File: config.mk
export PLATFORM = sky130hd
export DESIGN_NAME = ram_filler
export DESIGN_NICKNAME = d
export VERILOG_FILES = /design/src/rtl/ram_filler_pkg.sv /design/src/rtl/ram_filler_pattern.sv /design/src/rtl/ram_filler.sv
export SDC_FILE = /design/constraint.sdc
export NUM_CORES = 1
export LEC_CHECK = 0
export ABC_AREA = 1
export CAP_MARGIN = 25
export CORE_ASPECT_RATIO = 0.9
export CORE_MARGIN = 8
export CORE_UTILIZATION = 46
export DETAILED_ROUTE_END_ITERATION = 8
export PLACE_DENSITY = 0.74
export SYNTH_ARGS = -nofsm -noshare
export SYNTH_HDL_FRONTEND = slang
export SYNTH_SLANG_ARGS = --single-unit
File: constraint.sdc
create_clock -name clk -period 1.8 [get_ports clk]
set_input_delay 0.36 -clock clk [delete_from_list [all_inputs] [get_ports clk]]
set_output_delay 0.36 -clock clk [all_outputs]
set_load 0.01 [all_outputs]
File: src/rtl/ram_filler_pkg.sv
// Shared definitions for the RAM filler: fill modes, FSM states and the
// LFSR used by the pseudo-random fill pattern.
package ram_filler_pkg;

    // Fill pattern selector, latched when a fill starts.
    typedef enum logic [1:0] {
        MODE_CONST = 2'd0,
        MODE_ADDR  = 2'd1,
        MODE_CHECK = 2'd2,
        MODE_LFSR  = 2'd3
    } fill_mode_e;

    // Controller states.
    typedef enum logic [1:0] {
        ST_IDLE     = 2'd0,
        ST_WRITE    = 2'd1,
        ST_WAIT_ACK = 2'd2,
        ST_DONE     = 2'd3
    } fill_state_e;

    // LFSR seed, reloaded at every fill start so a fill is reproducible.
    localparam logic [15:0] LFSR_SEED = 16'hACE1;

    // Fibonacci taps for x^16+x^14+x^13+x^11+1 in right-shift form:
    // polynomial terms 16,14,13,11 map onto state bits 0,2,3,5.
    localparam logic [15:0] LFSR_TAPS = 16'h002D;

    // One LFSR step: feedback is the parity of the tapped bits, shifted in at the top.
    function automatic logic [15:0] lfsr_step(input logic [15:0] s);
        return {^(s & LFSR_TAPS), s[15:1]};
    endfunction

endpackage

File: src/rtl/ram_filler_pattern.sv
// Pattern generator for the RAM filler: combinational data for the current
// position and mode, plus the LFSR state that feeds the pseudo-random mode.
module fill_pattern_gen
    import ram_filler_pkg::*;
#(
    parameter int              DW   = 8,
    parameter logic [DW-1:0]   FILL = 8'hFF
) (
    input  logic          clk,
    input  logic          reset_n,
    input  logic          ena,
    input  logic          seed_i,
    input  logic          advance_i,
    input  logic [DW-1:0] pos_i,
    input  logic [1:0]    mode_i,
    output logic [DW-1:0] pattern_o
);

    logic [15:0] lfsr_q;
    logic [15:0] lfsr_d;

    // Next LFSR state: reseed on fill start, step once per committed write.
    always_comb begin
        lfsr_d = lfsr_q;
        if (seed_i) begin
            lfsr_d = LFSR_SEED;
        end else if (advance_i) begin
            lfsr_d = lfsr_step(lfsr_q);
        end
    end

    // LFSR register, frozen while the clock enable is low.
    always_ff @(posedge clk) begin
        if (!reset_n) begin
            lfsr_q <= LFSR_SEED;
        end else if (ena) begin
            lfsr_q <= lfsr_d;
        end
    end

    // Pattern selection for the word at pos_i.
    always_comb begin
        pattern_o = FILL;
        case (fill_mode_e'(mode_i))
            MODE_CONST: pattern_o = FILL;
            MODE_ADDR:  pattern_o = pos_i;
            MODE_CHECK: pattern_o = pos_i[0] ? ~FILL : FILL;
            MODE_LFSR:  pattern_o = lfsr_q[DW-1:0];
            default:    pattern_o = FILL;
        endcase
    end

endmodule

File: src/rtl/ram_filler.sv
// RAM filler: walks the inclusive range [START_RAM..END_RAM] issuing one
// handshaked write per address with a selectable data pattern. Can be
// aborted; signals completion with a single-cycle done pulse.
module ram_filler
    import ram_filler_pkg::*;
#(
    parameter int            AW        = 25,
    parameter int            DW        = 8,
    parameter logic [AW-1:0] START_RAM = 25'h0,
    parameter logic [AW-1:0] END_RAM   = 25'h1FFFF,
    parameter logic [DW-1:0] FILL      = 8'hFF
) (
    input  logic          clk,
    input  logic          reset_n,
    input  logic          ena,
    input  logic          trigger,
    input  logic          abort,
    input  logic [1:0]    mode,
    input  logic          ack,
    output logic          busy,
    output logic          done,
    output logic          wr,
    output logic [AW-1:0] addr,
    output logic [DW-1:0] data
);

    // An empty or inverted range is a configuration error caught at elaboration.
    if (START_RAM > END_RAM) begin : g_range_check
        $error("ram_filler: START_RAM must not exceed END_RAM");
    end

    fill_state_e   state_q;
    logic          trigger_q;
    logic [1:0]    mode_q;
    logic [AW-1:0] pos_q;
    logic          busy_q;
    logic          done_q;
    logic          wr_q;
    logic [AW-1:0] addr_q;
    logic [DW-1:0] data_q;

    logic          trig_edge;
    logic          lfsr_seed;
    logic          lfsr_advance;
    logic [DW-1:0] pattern;

    // Start request is a rising edge; a held trigger never restarts a fill.
    assign trig_edge    = trigger & ~trigger_q;
    // LFSR restarts with each fill and steps only on writes that commit
    // (an abort in the same cycle as ack cancels the commit).
    assign lfsr_seed    = (state_q == ST_IDLE) && trig_edge;
    assign lfsr_advance = (state_q == ST_WAIT_ACK) && ack && !abort;

    fill_pattern_gen #(
        .DW   (DW),
        .FILL (FILL)
    ) u_pattern (
        .clk       (clk),
        .reset_n   (reset_n),
        .ena       (ena),
        .seed_i    (lfsr_seed),
        .advance_i (lfsr_advance),
        .pos_i     (pos_q[DW-1:0]),
        .mode_i    (mode_q),
        .pattern_o (pattern)
    );

    // Fill controller: sequencing, position counter and registered write port.
    always_ff @(posedge clk) begin
        if (!reset_n) begin
            state_q   <= ST_IDLE;
            trigger_q <= 1'b0;
            mode_q    <= 2'd0;
            pos_q     <= '0;
            busy_q    <= 1'b0;
            done_q    <= 1'b0;
            wr_q      <= 1'b0;
            addr_q    <= '0;
            data_q    <= '0;
        end else if (ena) begin
            trigger_q <= trigger;
            done_q    <= 1'b0;
            case (state_q)
                ST_IDLE: begin
                    if (trig_edge) begin
                        mode_q  <= mode;
                        pos_q   <= START_RAM;
                        busy_q  <= 1'b1;
                        state_q <= ST_WRITE;
                    end
                end
                ST_WRITE: begin
                    if (abort) begin
                        wr_q    <= 1'b0;
                        busy_q  <= 1'b0;
                        state_q <= ST_IDLE;
                    end else begin
                        wr_q    <= 1'b1;
                        addr_q  <= pos_q;
                        data_q  <= pattern;
                        state_q <= ST_WAIT_ACK;
                    end
                end
                ST_WAIT_ACK: begin
                    // wr/addr/data stay put until the write is accepted.
                    if (abort) begin
                        wr_q    <= 1'b0;
                        busy_q  <= 1'b0;
                        state_q <= ST_IDLE;
                    end else if (ack) begin
                        wr_q <= 1'b0;
                        // Compare before incrementing so END_RAM = 2^AW-1 cannot wrap.
                        if (pos_q == END_RAM) begin
                            busy_q  <= 1'b0;
                            done_q  <= 1'b1;
                            state_q <= ST_DONE;
                        end else begin
                            pos_q   <= pos_q + AW'(1);
                            state_q <= ST_WRITE;
                        end
                    end
                end
                ST_DONE: begin
                    state_q <= ST_IDLE;
                end
                default: begin
                    state_q <= ST_IDLE;
                end
            endcase
        end
    end

    assign busy = busy_q;
    assign done = done_q;
    assign wr   = wr_q;
    assign addr = addr_q;
    assign data = data_q;

endmodule
**Word-level counts from Yosys, hierarchy flattened**

Index checks and enable logic that the tools add are counted.

- Register bits after elaboration: 82
- Input bits: 8
- Output and inout port bits: 36
- Logic and storage cells: 75

- $add $sub $neg: 1
- Equal/unequal tests: 14
- Multiplexer cells: 29
- Bitwise operators: 3
- Reductions and logical operators: 18

Operators by type and width:

| cell | number |
|---|---|
| 25-bit two-way mux | 4 |
| 25-bit one-hot mux with 2 select lines | 1 |
| 16-bit two-way mux | 2 |
| 8-bit one-hot mux with 4 select lines | 1 |
| 25-bit by 1-bit adder with 25-bit output, second input constant | 1 |
| 25-bit by 17-bit == test with 1-bit output, second input constant | 1 |
| 16-bit XOR reduction | 1 |
| 1-bit two-way mux | 12 |
| 3-bit AND reduction | 4 |
| 6-bit AND reduction | 2 |
| 2-bit two-way mux | 5 |
| 2-bit inequality test, second input constant | 5 |
| 2-bit == test, second input constant | 4 |
| 8-bit two-way mux | 1 |
| 2-bit one-hot mux with 4 select lines | 1 |
| 2-bit nonzero test | 3 |
| 2-bit by 1-bit == test with 1-bit output, second input constant | 2 |
| 2-bit zero test | 2 |
| 1-bit logical AND | 3 |
| 3-bit by 2-bit inequality test with 1-bit output, second input constant | 1 |
| 3-bit inequality test, second input constant | 1 |
| 1-bit one-hot mux with 3 select lines | 1 |
| 3-bit nonzero test | 1 |
| 1-bit inverter | 2 |
| other kinds (4) | 4 |

**Longest topological paths before layout**

Gate-level depths: netlist of run 1.

- Word-level depth: 5
- Mapped depth: 13
- Gate-level depth less buffers: 12

**Modules after synthesis**

From an unflattened synthesis of run 1, not the netlist that was laid out.

- Cells, all modules: 643
- Area, all modules: 4297.9 sq um

Modules (own cells, without submodules):

| module | times used | cells an instance | area each (sq um) | sequential area each (sq um) |
|---|---|---|---|---|
| ram_filler | 1 | 530 | 3475.8 | 1321.3 |
| fill_pattern_gen | 1 | 113 | 822.0 | 320.3 |

**Worst setup path after synthesis of run 1**

Ideal clock, no wire load.

- Path kind: register to register
- Start: register state_q[0]
- End: register u_pattern.lfsr_q[12]
- Setup time: 130 ps
- Arrival: 1660 ps
- Required time: 1670 ps
- Path slack: 10 ps
- Stages on the path, launching flop included: 14
- Path buffers: 2
- Clock period less this slack: 1790 ps
- Path through: dfxtp_1 inv_1 ha_1 buf_4 inv_2 nor2_2 inv_2 nor2_2 nand2_2 nand2_1 buf_2 o22ai_1 inv_1 nor2_1

- Longest elaborated chain between the ends: 5
- Elaborated cells between the ends (all ways): 8
- Those cells by class: eq/ne: 1; mux: 1; reduce/logical: 6

Ends and longest elaborated chain:

| element | RTL line | RTL |
|---|---|---|
| start, declared | ram_filler.sv:32 | `fill_state_e state_q;` |
| start signal, assigned | ram_filler.sv:71 | `state_q <= ST_IDLE;` |
| start signal, assigned | ram_filler.sv:89 | `state_q <= ST_WRITE;` |
| start signal, assigned | ram_filler.sv:96 | `state_q <= ST_IDLE;` |
| 2-bit == test | ram_filler.sv:52 | `assign lfsr_advance = (state_q == ST_WAIT_ACK) && ack && !abort;` |
| 1-bit logical AND (2 in series) | ram_filler.sv:52 |  |
| 2-bit nonzero test (no source line) | - |  |
| 2-bit AND reduction (no source line) | - |  |
| end signal, assigned | ram_filler_pattern.sv:37 | `lfsr_q <= lfsr_d;` |
| end, declared | ram_filler_pattern.sv:19 | `logic [15:0] lfsr_q;` |

Several ways; a longest one is shown, not always the timed one.
A chain may end at the register's enable or synchronous reset.

**Worst setup path after layout of run 1**

- Start: register pos_q[0]
- End: register pos_q[1]

- Longest elaborated chain between the ends: 5
- Elaborated cells between the ends (all ways): 8
- Those cells by class: add/sub: 1; eq/ne: 2; mux: 4; reduce/logical: 1

Ends and longest elaborated chain:

| element | RTL line | RTL |
|---|---|---|
| start, declared | ram_filler.sv:35 | `logic [AW-1:0] pos_q;` |
| start signal, assigned | ram_filler.sv:118 | `pos_q <= pos_q + AW'(1);` |
| 25-bit by 1-bit adder with 25-bit output | ram_filler.sv:118 |  |
| 25-bit two-way mux | ram_filler.sv:113 | `if (pos_q == END_RAM) begin` |
| 25-bit two-way mux | ram_filler.sv:110 | `end else if (ack) begin` |
| 25-bit two-way mux | ram_filler.sv:106 | `if (abort) begin` |
| 25-bit one-hot mux with 2 select lines | ram_filler.sv:83 | `case (state_q)` |

Several ways; a longest one is shown, not always the timed one. The select of a mux whose other input is x is not followed.

==> results of run 1 <==
## cell usage in the layout, fill, tap and decap left out, types with 2 or more instances in the layout
cell type          n
dfxtp_1           77
inv_6              2
o221ai_1           4
xnor2_1            3
a31oi_1            7
nand2_2            9
o211ai_1           2
a21oi_1           35
clkdlybuf4s50_1   43
nand4_1            7
nand3b_1           3
nand2_8            2
nor2_1            91
o22ai_1            8
o21ai_0           39
clkinvlp_4         2
nand2_4            2
inv_1             45
nor2_2             6
dfxtp_2            4
clkbuf_8           9
inv_8              2
o21ai_1            3
nand3_1           54
o21bai_1           6
a21oi_2           15
inv_2              8
ha_1               4
nor2_4             5
nand2_1          123
xor2_1             3
buf_4             55
buf_12             7
## power groups by stage
| stage | clock network (mW) | logic, mW | registers [mW] |
|---|---|---|---|
| after floorplan | 0 | 0.281 | 1.99 |
| after global placement | 0 | 0.522 | 1.97 |
| after detailed placement | 0 | 0.531 | 1.98 |
| after CTS | 1.31 | 0.534 | 1.94 |
| after global routing | 1.39 | 0.632 | 1.95 |
| final | 1.29 | 0.579 | 1.94 |
## worst max path at each step
stage                                       start                                 to  slack (ns)
final                       pos_q[0]$_SDFFE_PN0P_              pos_q[1]$_SDFFE_PN0P_         0.1
after global routing        pos_q[0]$_SDFFE_PN0P_             pos_q[24]$_SDFFE_PN0P_      -0.007
after CTS                   pos_q[0]$_SDFFE_PN0P_              pos_q[9]$_SDFFE_PN0P_        0.03
after detailed placement                    abort               addr[7]$_SDFFE_PN0P_       -0.07
after global placement                      abort              addr[19]$_SDFFE_PN0P_        0.01
after floorplan           state_q[0]$_SDFFE_PN0P_  u_pattern.lfsr_q[12]$_SDFFE_PN0P_        0.01
## cells by family after synthesis
logic type / share of synthesized area [%]
compound gates: 17.22
xor+xnor: 1.278
fa+ha+maj: 1.521
buf+inv: 7.788
flops: 39.91
simple gates: 32.28
## worst max-delay path: cells and delay by family (launching register included)
family / cells / cell delay (ns)
and+or+nand+nor: 10 / 0.91
DFF: 1 / 0.36
adders and majority gates: 1 / 0.18
buffers and inverters: 1 / 0.18
## layer usage
layer,track usage [%],vias to the layer above
li1,-,2160
met1,27.46,1978
met2,28.96,132
met3,3.651,9
met4,4.995,0
met5,0,-
## state kept, by name, summed over array words and instances, names as in the netlist
name,flops
addr,25
busy,1
data,8
done,1
mode_q,2
pos_q,25
state_q,2
trigger_q,1
u_pattern.lfsr_q,16
wr,1
## timing repair
item / in CTS / in global routing
hold buffers: 0 / 0
gates resized for setup: 0 / 29
endpoints found under the setup margin: 0 / 56
buffers inserted: 0 / 4
## final cells by class
cell class | instances | area (sq um) | area share (%)
inverter | 54 | 202.7 | 3.724
clock inverter | 7 | 60.06 | 1.103
tap | 119 | 148.9 | 2.736
timing repair buffer | 107 | 1023 | 18.80
sequential | 82 | 1650 | 30.32
multi-input combinational | 438 | 2233 | 41.03
clock buffer | 9 | 123.9 | 2.276
## stage by stage
| step | setup TNS (ns) | power, mW | util, % | std cells |
|---|---|---|---|---|
| floorplan | 0 | 2.268 | - | 598 |
| global placement | 0 | 2.496 | 59.06 | 795 |
| detailed placement | -0.9094 | 2.508 | 59.06 | 795 |
| CTS | 0 | 3.781 | 61.18 | 811 |
| global route | -0.01998 | 3.968 | 62.93 | 816 |
| finish | 0 | 3.808 | 62.93 | 816 |
==> results.md, run 1 <==
* Sw frac at 29.82%
* Tmin final at 1.704 ns
* Detail Route Antenna Nets at 0
* Worst Hold Depth at 2
* Maximum vdd ir drop at 0.0004787 V
* Hold crit path type: flop to flop
* Slowest cell on crit path: dfxtp_4
* Placer Congestion at 0.9531
* Sequential share of the synthesized area at 39.91%
* Status: finished clean
* Pre-antenna DRT Iters at 5
* Setup WS pre-CTS at -0.07037 ns
* Nets@finish at 705
* Data arrival time of the critical path at 2.00 ns
* Synth top cells by count: nand2_1, nor2_1, dfxtp_1
* Yosys top cell area share at 39.91%
* Largest net degree at the start of global routing at 34
* Ys Warns at 0
* Post-Syn Area at 4113 sq um
* Vias/cell at 5.244
* Layout cells sized above 1 at 19.37%
* Reg2Reg Depth at 12
* Asr flop ratio synth at 0%
* Post-synth EDFFs at 0
* Fmax achieved at 586.9 MHz
* First-pass GRT wire length at 19.29 mm
* Top_reg_cell synth: dfxtp_1
* H-tree depth at 3
* Maximum capacitance violations at 0
* Met3 routed WL at 755 um
* Worst EP required at 2.09 ns
* Clk_skew at 0.01039 ns
* Vias in the first global route at 3931
* Setup crit end kind: flop
* Die X at 115.7 um
* Clock Path Buffers at 2
* M1 WL at 5.840 mm
* Synth area leader: dfxtp_1
* Worst Path Max Fanout at 10
* Period utilisation layout at 94.65%
* Count leader, synth: nand2_1
* Total gr overflow at 0
* #FFs+latches synth at 82
* Slew at the pin with the worst max-slew slack at 0.4466 ns
* Cell-internal power at 2.673 mW
* Root Driver: clkbuf_8
* Clock Pin Slew Worst Setup and Hold Paths at 0.09 ns
* Post-route setup slack at 0.09627 ns
* Total number of vias at 4279
* Final HPWL DP at 8.667 mm
* Critical path's largest stage delay at 0.36 ns
* Die height at 105.7 um
* Slew HR at 70.12%
* Final wirelength at 11.76 mm
* Final Cell Area at 5443 sq um
* Top cells by area, synth: dfxtp_1, nand2_1, nor2_1
* Core area at 8648 sq um
* Yosys cell types at 36
* Pwr per Cell Area at 699.7 nW/um^2
* Clk pwr share at 34.0%
* Drt first-iter violations at 355
* Setup Viol. Count Final at 0
* FILL cells at 818
* WHS Endpoint: done$_SDFFE_PN0P_
* Register-to-register setup slack at 0.1 ns
* Hold Path Origin: done$_SDFFE_PN0P_
* Count of input and output buffers at 43
* Routed WL per cell at 14.41 um
* DR top layer: met4
* Initial antenna violation count at 0
* Crit Path Category: flop to flop
* Synth-to-Final Area Change at 32.34%
* Comb power frac at 15.2%
* I/O pin total at 44
* P_sw at 1.136 mW
* Endpoints failing hold at 0
* # diodes at 0
* Die area at 12230 sq um
* Cells after synthesis at 598
* Syn avg cell area at 6.877 sq um
* CTS Buf Count at 9
* Initial Utilization at 47.55%
* Worst setup SP type: flop
* Clk sinks at 82
* Met2 WL post-DR at 5.036 mm
* Synthesized Nets at 611
* Clock Latency Late Sink at 0.37 ns
* Final hold slack at 0.4690 ns
* Gr usage total at 19.28%
* Post-route DRC violation count at 0
* Reg-to-Reg Start: pos_q[0]$_SDFFE_PN0P_
* Placed cell areas at 5107 sq um
* R2r endpoint: pos_q[1]$_SDFFE_PN0P_
* Pleak at 2.056 nW
* Rows at 32
* Seq pwr share at 50.8%
* Final Max Slew Viols at 0
* Worst path cell trace: ha_2 > nand2_2 > nor2_4 > nand2_4 > nor2_4 > nand3_4 > nand2_4 > nand2_8 > clkbuf_16 > nand3_1 > nand2_1 > nor2_1
* CTS tree: yes
Note: power is estimated with default switching activity, not from simulation.
==> run 2, diff against run 1 <==
- CELL_PAD_IN_SITES_DETAIL_PLACEMENT: default -> 1
- CELL_PAD_IN_SITES_GLOBAL_PLACEMENT: default -> 2
- CORE_UTILIZATION: 46 -> 28
- PLACE_DENSITY: 0.74 -> 0.79
==> run 2 against run 1 <==
First-iteration DRC count down 35%. Power up 24%. Largest power group is now the clock network. Wire length up 20%. Cell count up 9.6%. Largest cell class unchanged. Critical endpoint is now pos_q[17]$_SDFFE_PN0P_.
==> results.md, run 2 (synthesized netlist as in run 1, its figures left out) <==
* Fmax achieved at 586.7 MHz (was 586.9 MHz)
* Die area at 18830 sq um (was 12230 sq um)
* Clk pwr share at 46.7% (was 34.0%)
* Die X at 143.8 um (was 115.7 um)
* Clock Path Buffers at 2 (unchanged)
* Setup crit end kind: flop (unchanged)
* R2r endpoint: pos_q[17]$_SDFFE_PN0P_ (was pos_q[1]$_SDFFE_PN0P_)
* Util after Layout at 38.83% (was 62.93%)
* Reg-to-Reg Start: pos_q[1]$_SDFFE_PN0P_ (was pos_q[0]$_SDFFE_PN0P_)
* Vias in the first global route at 4388 (was 3931)
* Die height at 131.0 um (was 105.7 um)
* Initial antenna violation count at 0 (unchanged)
* Nets@finish at 704 (was 705)
* Total gr overflow at 0 (unchanged)
* Hold Path Origin: done$_SDFFE_PN0P_ (unchanged)
* Detail Route Antenna Nets at 0 (unchanged)
* P_sw at 1.217 mW (was 1.136 mW)
* Pwr per Cell Area at 836.0 nW/um^2 (was 699.7 nW/um^2)
* Post-CTS Hold Buffers at 0 (unchanged)
* Clk sinks at 82 (unchanged)
* Data arrival time of the critical path at 1.95 ns (was 2.00 ns)
* Slew at the pin with the worst max-slew slack at 0.2915 ns (was 0.4466 ns)
* First-pass GRT wire length at 22.78 mm (was 19.29 mm)
* Vias/cell at 4.811 (was 5.244)
* Final hold slack at 0.4778 ns (was 0.4690 ns)
* Fin Setup TNS at 0 ns (unchanged)
* Hold crit path type: flop to flop (unchanged)
* Endpoints failing hold at 0 (unchanged)
* Register-to-register setup slack at 0.1 ns (about the same)
* Total number of vias at 4301 (was 4279)
* Period utilisation layout at 94.69% (was 94.65%)
* Final wirelength at 14.12 mm (was 11.76 mm)
* Pleak at 2.111 nW (was 2.056 nW)
* Total Power at 4.726 mW (was 3.808 mW)
* Sw frac at 25.76% (was 29.82%)
* Tmin final at 1.704 ns (about the same)
* Worst Path Max Fanout at 16 (was 10)
* Clk_skew at 0.006247 ns (was 0.01039 ns)
* CTS Buf Count at 9 (unchanged)
* Placed cell areas at 5219 sq um (was 5107 sq um)
* I/O pin total at 44 (unchanged)
* Root Driver: clkbuf_16 (was clkbuf_8)
* Worst setup SP type: flop (unchanged)
* Initial Utilization at 28.25% (was 47.55%)
* Seq pwr share at 41.1% (was 50.8%)
* Gr usage total at 15.54% (was 19.28%)
* Rows at 42 (was 32)
* Final Cell Area at 5653 sq um (was 5443 sq um)
* Worst EP required at 2.04 ns (was 2.09 ns)
* Pre-antenna DRT Iters at 4 (was 5)
* Placer Congestion at 0.8016 (was 0.9531)
* Synth-to-Final Area Change at 37.45% (was 32.34%)
* Maximum capacitance violations at 0 (unchanged)
* Most frequent cells in the layout: nand2_1, nor2_1, dfxtp_1 (unchanged)
* CTS tree: yes (unchanged)
* Cell-internal power at 3.508 mW (was 2.673 mW)
* Maximum vdd ir drop at 0.0004712 V (was 0.0004787 V)
* Routed WL per cell at 15.80 um (was 14.41 um)
* Reg2Reg Depth at 11 (was 12)
* Final Max Slew Viols at 0 (unchanged)
* Drt first-iter violations at 232 (was 355)
* Setup Viol. Count Final at 0 (unchanged)
* Largest net degree at the start of global routing at 35 (was 34)
* Slew HR at 80.54% (was 70.12%)
* Clock Pin Slew Worst Setup and Hold Paths at 0.07 ns (was 0.09 ns)
* Count of input and output buffers at 43 (unchanged)
* Post-route DRC violation count at 0 (unchanged)
* Core area at 14560 sq um (was 8648 sq um)
* Commonest non-fill, non-tap cell in the layout: nand2_1 (unchanged)
* Clock Latency Late Sink at 0.35 ns (was 0.37 ns)
* H-tree depth at 3 (unchanged)
* Comb power frac at 12.2% (was 15.2%)
* Status: finished clean (unchanged)
* WHS Endpoint: done$_SDFFE_PN0P_ (unchanged)
* # diodes at 0 (unchanged)
* Final HPWL DP at 10.64 mm (was 8.667 mm)
* Worst Hold Depth at 2 (unchanged)
* Crit Path Category: flop to flop (unchanged)
* Layout cells sized above 1 at 18.68% (was 19.37%)
-- run 2: power groups by stage --
stage               clock network (mW)  logic, mW  registers (mW)
finish                            2.21      0.577            1.94
global route                      2.31      0.629            1.95
CTS                               2.25      0.569            1.94
detailed placement                   0      0.566            1.98
global placement                     0      0.546            1.98
floorplan                            0      0.281            1.99
-- run 2: stage by stage --
stage	cells	setup WS, ns
global placement	874	-0.01904
detailed placement	874	-0.1035
floorplan	598	0.009814
CTS	890	0.02317
global route	894	-0.01989
finish	894	0.09556
-- run 2: worst max-delay path: stages, from the launching register on --
cell     delay (ns)
dfxtp_1        0.34
ha_2           0.19
nand2_1        0.09
nor2_4         0.13
nand2_4        0.08
nor2_4         0.11
nand3_2        0.10
nand2_2        0.09
nand2_4        0.09
buf_12         0.16
a21oi_1        0.15
nor2_1         0.06
-- run 2: final cells by class --
type | count | area [sq um]
clock inverter | 7 | 126.4
clock buffer | 9 | 225.2
tap | 198 | 247.7
fill | 1818 | 8904
sequential | 82 | 1648
timing repair buffer | 106 | 1003
inverter | 54 | 202.7
multi-input combinational | 438 | 2200
-- run 2: repair_timing --
action | 4_1_cts | 5_1_grt
resized for setup | 0 | 19
buffers inserted | 0 | 4
endpoints found under the setup margin | 0 | 59
-- run 2: how the worst max path moves through the flow --
stage / start / end / slack, ns / depth (start not counted)
after global routing: pos_q[0]$_SDFFE_PN0P_ / pos_q[1]$_SDFFE_PN0P_ / -0.02 / 11
after global placement: abort / data[4]$_SDFFE_PN0P_ / -0.02 / 8
after detailed placement: abort / data[4]$_SDFFE_PN0P_ / -0.10 / 8
after CTS: pos_q[6]$_SDFFE_PN0P_ / pos_q[16]$_SDFFE_PN0P_ / 0.02 / 10
after floorplan: state_q[0]$_SDFFE_PN0P_ / u_pattern.lfsr_q[12]$_SDFFE_PN0P_ / 0.01 / 13
final: pos_q[1]$_SDFFE_PN0P_ / pos_q[17]$_SDFFE_PN0P_ / 0.1 / 11
-- run 2: routing by layer --
metal | up-vias | track usage [%] | routed length (um) | share of wire, %
met5 | - | 0 | 0 | 0
met4 | 0 | 6.362 | 242 | 1.7
met3 | 16 | 3.051 | 561 | 4.0
met2 | 66 | 24.71 | 6218 | 44
met1 | 2069 | 20.30 | 7102 | 50
li1 | 2150 | - | - | -
